--- src/rtl/eprom_prog.sv ---
// eprom_prog: behavioural EPROM with OR-only word programming, sector/chip erase,
// single-cycle registered reads and a busy/done handshake for long operations.
module eprom_prog #(
    parameter int DATA_W       = 16,
    parameter int ADDR_W       = 4,
    parameter int SECT_W       = 2,
    parameter int PROG_CYCLES  = 4,
    parameter int ERASE_CYCLES = 8
) (
    input  logic              clk,
    input  logic              rst,
    input  logic              cmd_valid,
    input  logic [1:0]        cmd,
    input  logic [ADDR_W-1:0] addr,
    input  logic [DATA_W-1:0] wdata,
    input  logic              wp,
    output logic              cmd_ready,
    output logic [DATA_W-1:0] rdata,
    output logic              rd_valid,
    output logic              busy,
    output logic              done,
    output logic              err
);
    localparam int DEPTH = 2**ADDR_W;
    localparam int MAXC  = PROG_CYCLES > ERASE_CYCLES ? PROG_CYCLES : ERASE_CYCLES;
    localparam int CW    = $clog2(MAXC + 1);
    typedef enum logic [1:0] {IDLE, PROG, ERASE, DONE} state_t;
    typedef logic [DEPTH-1:0][DATA_W-1:0] mem_t;
    function automatic mem_t init_mem();
        mem_t m;
        for (int i = 0; i < DEPTH; i++) m[i] = DATA_W'(i + 1);
        return m;
    endfunction
    // Array contents survive reset; only the power-up image is defined.
    mem_t mem_q = init_mem();
    mem_t mem_d;
    state_t state_q, state_d;
    logic [CW-1:0] cnt_q, cnt_d;
    logic [ADDR_W-1:0] addr_q, addr_d;
    logic [DATA_W-1:0] wdata_q, wdata_d, rdata_q, rdata_d;
    logic chip_q, chip_d, err_q, err_d, rd_valid_q, rd_valid_d;
    logic fire;
    assign fire = cnt_q == '0;
    always_comb begin
        state_d    = state_q;
        cnt_d      = cnt_q;
        addr_d     = addr_q;
        wdata_d    = wdata_q;
        chip_d     = chip_q;
        err_d      = 1'b0;
        rdata_d    = rdata_q;
        rd_valid_d = 1'b0;
        case (state_q)
            IDLE: if (cmd_valid) begin
                if (cmd == 2'b00) begin
                    rdata_d    = mem_q[addr];
                    rd_valid_d = 1'b1;
                end else if (wp) begin
                    state_d = DONE;
                    err_d   = 1'b1;
                end else begin
                    addr_d  = addr;
                    wdata_d = wdata;
                    chip_d  = cmd[0];
                    state_d = cmd == 2'b01 ? PROG : ERASE;
                    cnt_d   = cmd == 2'b01 ? CW'(PROG_CYCLES - 1) : CW'(ERASE_CYCLES - 1);
                end
            end
            PROG, ERASE: if (fire) begin
                state_d = DONE;
                err_d   = state_q == PROG && ((mem_q[addr_q] | wdata_q) != wdata_q);
            end else begin
                cnt_d = cnt_q - CW'(1);
            end
            default: state_d = IDLE;
        endcase
    end
    always_comb begin
        mem_d = mem_q;
        if (state_q == PROG && fire) mem_d[addr_q] = mem_q[addr_q] | wdata_q;
        for (int i = 0; i < DEPTH; i++)
            if (state_q == ERASE && fire && (chip_q || (ADDR_W'(i) >> SECT_W) == (addr_q >> SECT_W)))
                mem_d[i] = '0;
    end
    always_ff @(posedge clk)
        if (!rst) mem_q <= mem_d;
    always_ff @(posedge clk or posedge rst) begin
        if (rst) begin
            state_q    <= IDLE;
            cnt_q      <= '0;
            addr_q     <= '0;
            wdata_q    <= '0;
            chip_q     <= 1'b0;
            err_q      <= 1'b0;
            rdata_q    <= '0;
            rd_valid_q <= 1'b0;
        end else begin
            state_q    <= state_d;
            cnt_q      <= cnt_d;
            addr_q     <= addr_d;
            wdata_q    <= wdata_d;
            chip_q     <= chip_d;
            err_q      <= err_d;
            rdata_q    <= rdata_d;
            rd_valid_q <= rd_valid_d;
        end
    end
    assign cmd_ready = state_q == IDLE;
    assign busy      = state_q == PROG || state_q == ERASE;
    assign done      = state_q == DONE;
    assign err       = err_q;
    assign rdata     = rdata_q;
    assign rd_valid  = rd_valid_q;
endmodule

--- config.mk ---
export PLATFORM = sky130hd
export DESIGN_NAME = eprom_prog
export DESIGN_NICKNAME = d
export VERILOG_FILES = /design/src/rtl/eprom_prog.sv
export SDC_FILE = /design/constraint.sdc
export NUM_CORES = 1
export LEC_CHECK = 0
export ABC_AREA = 0
export CORE_MARGIN = 1
export CORE_UTILIZATION = 45
export DETAILED_ROUTE_END_ITERATION = 12
export PLACE_DENSITY_LB_ADDON = 0.25
export SYNTH_ARGS = -nofsm -noshare
export SYNTH_HDL_FRONTEND = slang
export SYNTH_SLANG_ARGS = --single-unit
--- constraint.sdc ---
create_clock -name clk -period 4.5 [get_ports clk]
set_input_delay 0.45 -clock clk [delete_from_list [all_inputs] [get_ports clk]]
set_output_delay 0.45 -clock clk [all_outputs]
set_load 0.01 [all_outputs]
==> flow_metrics.tcl, run 1 <==
set metrics [dict create \
    cp_max_fo 46 \
    syn_inst 1426 \
    muxShareOfSynthArea_pct 20.4 \
    placedInstanceArea_mm2 0.0187 \
    drtAntennaViolNets 0 \
    synth_edf_count 256 \
    cpPeakStageDelay_ps 950 \
    drive_gt1_share_pct 20.3 \
    tightest_slew_ps 1160 \
    fin_area_mm2 0.0198 \
    grt_pass1_wl_um 83700 \
    dr.pass1.iters 8 \
    hp-class "reg2reg" \
    grt_max_degree 65 \
    ys_seq_area_share_pct 49.4 \
    cts-root-buf "clkbuf_16" \
    rsz0062_at_grt "no" \
    synth-compound-area-share_pct 16.1 \
    drv_cap 0 \
    synth_top_family_by_area "multiplexers" \
    grt_usage_pct 27.6 \
    vias 13000 \
    status "complete, no violations" \
    slowest_stage "dfrtp_4" \
    start_util_pct 45.9 \
    critPathLaunchType "flip-flop" \
    dieWidth_um 201 \
    clockBufferDepth 3 \
    endpoint_kind "flip-flop" \
    relSlewSlack_pct 22.4 \
    die_y_um 201 \
    synthesis.nets 1457 \
    setup_tns_ps 0 \
    io_pins 47 \
    min_period_ps 3450 \
    post_cts_buffers 0 \
    dieArea_mm2 0.0405 \
    synthArstFlopShare_pct 15.0 \
    area.growth.synth_to_final_pct 11.0 \
    port_buffers 46 \
    h-tree-depth 2 \
    post-route-period-util_pct 76.6 \
    first_iter_violations 1570 \
    cts.reportedPaths.clkPinSlew_ps 60 \
    wl_per_cell_um 28.2 \
    synth-seq-cells 301 \
    ir_worst_vdd_mv 0.277 \
    cp.arrival_ps 3680 \
    fill_cells 3354 \
    rows 72 \
    power.leakage_nw 6.26 \
    crit_required_ps 4730 \
    synthSimpleGateAreaFrac_pct 8.75 \
    utilization_pct 50.9 \
    first_global_vias 12700 \
    yosys_warnings 0 \
    synth-xor-area-share_pct 0 \
    synthAdderAreaFrac_pct 0.350 \
    gr-total-overflow 0 \
    postSynthAreaPerCell_um2 12.5 \
    clock_skew_ps 15.8 \
    setup.worst_path.class "reg2reg" \
    synth_flop_cell "edfxtp_1" \
    drt_wl_total_um 55200 \
    fin_nets 1440 \
    cts_resized 0 \
    gp_congestion 0.928 \
    hold_viol_final 0 \
    antenna_found_initial 0 \
    cts_buffers 36 \
    report.final.slew_viol_count 0 \
    clk_latency_ps 530 \
    drcViolationCount 0 \
    cts_hold_buf 0 \
    cp_cell_sequence "buf_4 -> mux4_2 -> mux2_2 -> nor2_1 -> a21oi_1 -> nor2_2 -> a211oi_1" \
    p_per_area_mw_per_mm2 608 \
    ys_types 55 \
    hpwl_um 35000 \
    via_per_inst 6.66 \
    cts_tree "done" \
    final-setup-viol-count 0 \
    antenna_cells 0 \
    clock.fmax_ghz 0.290 \
    numClockSinks 301 \
    core_area_mm2 0.0389 \
    syn_area_mm2 0.0179 \
]
-- sequential cells by signal, indices dropped and copies added (netlist names) --
signal and flops:
err 1, rdata 16, addr_q 4, wdata_q 16
rd_valid 1, state_q 2, cnt_q 4, mem_q 256
chip_q 1
-- cells in the final DEF (no fill, tap or decap), drive strengths merged, types with 4 or more instances in the layout --
master	netlist	routed
ha	5	5
clkdlybuf4s50	0	42
a21oi	22	22
nor3	10	10
mux2i	58	58
a311oi	8	8
mux4	123	123
buf	82	52
o21ai	30	30
inv	22	22
nor2b	8	8
nand2b	5	5
mux2	24	24
a211oi	260	260
edfxtp	256	256
clkinv	1	10
dfrtp	45	45
nand2	30	30
a32oi	4	4
clkbuf	67	52
nor2	296	296
a22oi	30	30
a221oi	5	5
-- critical path: cells and delay by family (launching register included) --
family                 cells  cell delay [ps]
AOI/OAI and AO/OA          2              260
buffers and inverters      1              380
DFF                        1              950
muxes                      2              830
and+or+nand+nor            2              660
-- worst paths after layout --
path	start	endpoint	slack, ps	cells past startpoint
max	addr_q[1]	mem_q[114]	1050	7
min	rdata[5]	rdata[5]	500	1
max reg2reg	addr_q[1]	mem_q[114]	1050	7
min reg2reg	rdata[5]	rdata[5]	500	1
max in group asynchronous	rst	rdata[12]	3010	3
min in group asynchronous	rst	wdata_q[5]	770	2
-- logic make-up after synthesis --
logic type      count (synthesis)
simple gates                  369
mux                           205
compound gates                374
buf+inv                       172
fa+ha+maj                       5
flops                         301
-- power by group --
group / switching (mW) / internal [mW] / total, mW / leakage, nW
Clock: 1.18 / 1.67 / 2.85 / 0.539
Sequential: 0.447 / 3.53 / 3.98 / 2.85
Combinational: 3.29 / 1.92 / 5.21 / 2.88
Total: 4.92 / 7.13 / 12.0 / 6.26
-- metrics by stage --
step	instances	hold WS, ps	power (mW)	worst slack, ps
2_1_floorplan	1426	476	7.68	599
3_3_place_gp	1889	492	9.09	1200
3_5_place_dp	1889	497	9.15	1170
4_1_cts	1953	511	12.0	1120
5_1_grt	1953	524	12.5	962
6_report	1953	504	12.0	1050
-- cells in the mapped netlist (2+ instances only) --
cell        n  area [um2]
mux2i_1    58         581
nor4_2      2        25.0
nor3_2      3        30.0
nand3_1     2        10.0
and2_1      2        12.5
a22oi_1    30         225
buf_4      20         150
mux2_2     24         270
a311oi_4    8         210
o21ai_1     2        10.0
o21ai_0    28         140
nand2b_1    5        31.3
buf_1       8        30.0
a222oi_1    3        30.0
a32oi_1     4        35.0
nand2_1    30         113
nor2_2      3        18.8
dfrtp_1    45        1130
a21oi_2     2        17.5
o21a_1      3        22.5
o211ai_1    2        15.0
a31oi_1     2        12.5
inv_1      22        82.6
ha_1        5        62.6
buf_12      3        60.1
a211oi_1  259        1940
and3_1      2        12.5
clkbuf_1   66         248
buf_6      10         113
nor2_1    288        1080
a221oi_1    5        43.8
edfxtp_1  256        7690
mux4_2    116        2610
nor2b_1     8        50.1
a21oi_1    20         100
or2_2       2        12.5
nor3b_1     3        22.5
nor2_4      5        56.3
nand4_1     2        12.5
buf_2      41         205
mux4_1      7         184
nor3_1      7        35.0
-- cell type report --
cell class | count | area [um2] | share of cell area [%]
clock buffer | 52 | 1010 | 5.11
clock inverter | 12 | 104 | 0.524
inverter | 23 | 86.3 | 0.436
multi-input combinational | 953 | 8280 | 41.8
sequential | 301 | 8820 | 44.5
tap | 518 | 648 | 3.27
timing repair buffer | 94 | 866 | 4.37
-- per-layer routing --
layer,GRT usage [%],share of wire (%)
met2,42.2,46
met3,6.79,11
met1,38.7,40
met4,9.12,3.2
met5,0,0
No activity file was read; power rests on OpenSTA's default activity.
==> inputs of run 2 (changes only) <==
==> constraint.sdc (replaced) <==
create_clock -name clk -period 2.9 [get_ports clk]
set_input_delay 0.29 -clock clk [delete_from_list [all_inputs] [get_ports clk]]
set_output_delay 0.29 -clock clk [all_outputs]
set_load 0.01 [all_outputs]
==> flow_metrics.tcl, run 2 (synthesis results as in run 1) <==
set metrics [dict create \
    status "complete, no violations" \
    ir_worst_vdd_mv 0.483 \
    rsz0062_at_grt "no" \
    first_global_vias 12800 \
    setup.worst_path.start "addr_q[0]" \
    dieArea_mm2 0.0405 \
    relSlewSlack_pct 46.4 \
    holdWs_ps 275 \
    top_usage_layer "met2" \
    port_buffers 46 \
    cts_buffers 37 \
    largest_register_ffs 256 \
    cts_hold_buf 0 \
    post-route-period-util_pct 92.9 \
    r2r_end "mem_q[31]" \
    setup.worst_path.class "reg2reg" \
    gr-total-overflow 0 \
    clkPwrFrac_pct 23.5 \
    io_pins 47 \
    core_area_mm2 0.0389 \
    placedInstanceArea_mm2 0.0192 \
    top_register "mem_q" \
    setup_tns_ps 0 \
    tightest_slew_ps 804 \
    cts_tree "done" \
    report.final.slew_viol_count 0 \
    reg2reg_from "addr_q[0]" \
    cts_resized 0 \
    area.growth.synth_to_final_pct 14.2 \
    antenna_cells 0 \
    cts.reportedPaths.clkPinSlew_ps 60 \
    via_per_inst 6.60 \
    intPower_mw 11.6 \
    endpoint_kind "flip-flop" \
    pwr-share-comb_pct 45.5 \
    hpwl_um 35500 \
    fin_nets 1484 \
    dr.pass1.iters 5 \
    numClockSinks 301 \
    power.leakage_nw 6.58 \
    cp.arrival_ps 3030 \
    cts-root-buf "clkbuf_16" \
    clock.fmax_ghz 0.371 \
    clk_latency_ps 540 \
    final_common_cell "nor2_1" \
    post_cts_buffers 0 \
    reg2reg_depth 8 \
    hold_viol_final 0 \
    seqPwrFrac_pct 31.0 \
    hp-class "in2reg" \
    drive_gt1_share_pct 23.2 \
    die_y_um 201 \
    gp_congestion 0.884 \
    clock_skew_ps 37.0 \
    drtAntennaViolNets 0 \
    p_sw_mw 7.86 \
    grt_pass1_wl_um 83600 \
    antenna_found_initial 0 \
    mostFrequentLayoutCells "nor2_1 (275), a211oi_1 (259), edfxtp_1 (256), mux4_2 (116), buf_4 (73)" \
    use_met3_pct 6.62 \
    min_period_ps 2690 \
    dieWidth_um 201 \
    grt_max_degree 66 \
    crit_required_ps 3240 \
    drv_cap 0 \
    switching_share_pct 40.3 \
    r2r_slack_ps 210 \
    fin_area_mm2 0.0204 \
    grt_usage_pct 27.5 \
    h-tree-depth 2 \
    vias 13200 \
    drt_wl_total_um 55000 \
    drcViolationCount 0 \
    rows 72 \
    critPathLaunchType "flip-flop" \
    met2_usage_pct 41.7 \
    start_util_pct 45.9 \
    first_iter_violations 1351 \
    final-setup-viol-count 0 \
    clockBufferDepth 3 \
    wl_per_cell_um 27.5 \
    cp-endpoint "mem_q[31]" \
    cp_max_fo 9 \
    p_per_area_mw_per_mm2 956 \
    use_met1_pct 38.9 \
]
## run 2: changes by cell type in the layout (fill, tap and decap cells not counted), moves of 3 or more
| cell | before | now |
|---|---|---|
| buf_12 | 5 | 19 |
| buf_4 | 44 | 73 |
| clkbuf_1 | 12 | 5 |
| clkbuf_8 | 3 | 0 |
| clkinv_2 | 2 | 10 |
## run 2: how the worst min path moves through the flow
| stage | from | cells past startpoint | endpoint | slack [ps] |
|---|---|---|---|---|
| 2_1_floorplan | wdata[0] | 2 | wdata_q[0] | 410 |
| 3_3_place_gp | rdata[0] | 1 | rdata[0] | 490 |
| 3_5_place_dp | rdata[3] | 1 | rdata[3] | 500 |
| 4_1_cts | addr[0] | 2 | addr_q[0] | 260 |
| 5_1_grt | addr[0] | 2 | addr_q[0] | 290 |
| 6_report | addr[0] | 2 | addr_q[0] | 280 |
## run 2: power by group through the flow
stage | Sequential, mW | Combinational, mW | Clock [mW]
after floorplan | 5.90 | 6.03 | 0
after detailed placement | 6.12 | 8.71 | 0
after CTS | 6.04 | 8.75 | 4.63
after global routing | 6.11 | 9.40 | 4.79
after global placement | 6.10 | 8.62 | 0
final | 6.04 | 8.88 | 4.58
## run 2: through the flow
step / setup WS, ps / total power [mW] / instances / utilization [%]
5_1_grt: 72.9 / 20.3 / 1998 / 52.4
4_1_cts: 236 / 19.4 / 1998 / 52.4
6_report: 207 / 19.5 / 1998 / 52.4
3_3_place_gp: 257 / 14.7 / 1932 / 49.4
2_1_floorplan: 17.4 / 11.9 / 1426 / -
3_5_place_dp: 257 / 14.8 / 1932 / 49.4
## run 2: cell type report
| cell class | instances | area [um2] |
|---|---|---|
| tap | 518 | 648 |
| clock inverter | 22 | 179 |
| multi-input combinational | 953 | 8290 |
| timing repair buffer | 137 | 1370 |
| clock buffer | 44 | 995 |
| sequential | 301 | 8820 |
| inverter | 23 | 86.3 |
| fill | 3353 | 18500 |
## run 2: critical path, cell delays in order (launching register included)
cell      delay, ps
dfrtp_4         570
buf_4           230
buf_4           190
nor2b_1         160
buf_4           180
a22oi_1         510
a311oi_4        180
buf_4           210
a211oi_1        260
## run 2: routing by layer
| layer | wire length [um] | up-vias |
|---|---|---|
| met4 | 1740 | 0 |
| met2 | 25000 | 775 |
| met1 | 22100 | 6600 |
| met5 | 0 | - |
| li1 | - | 5719 |
| met3 | 6140 | 99 |
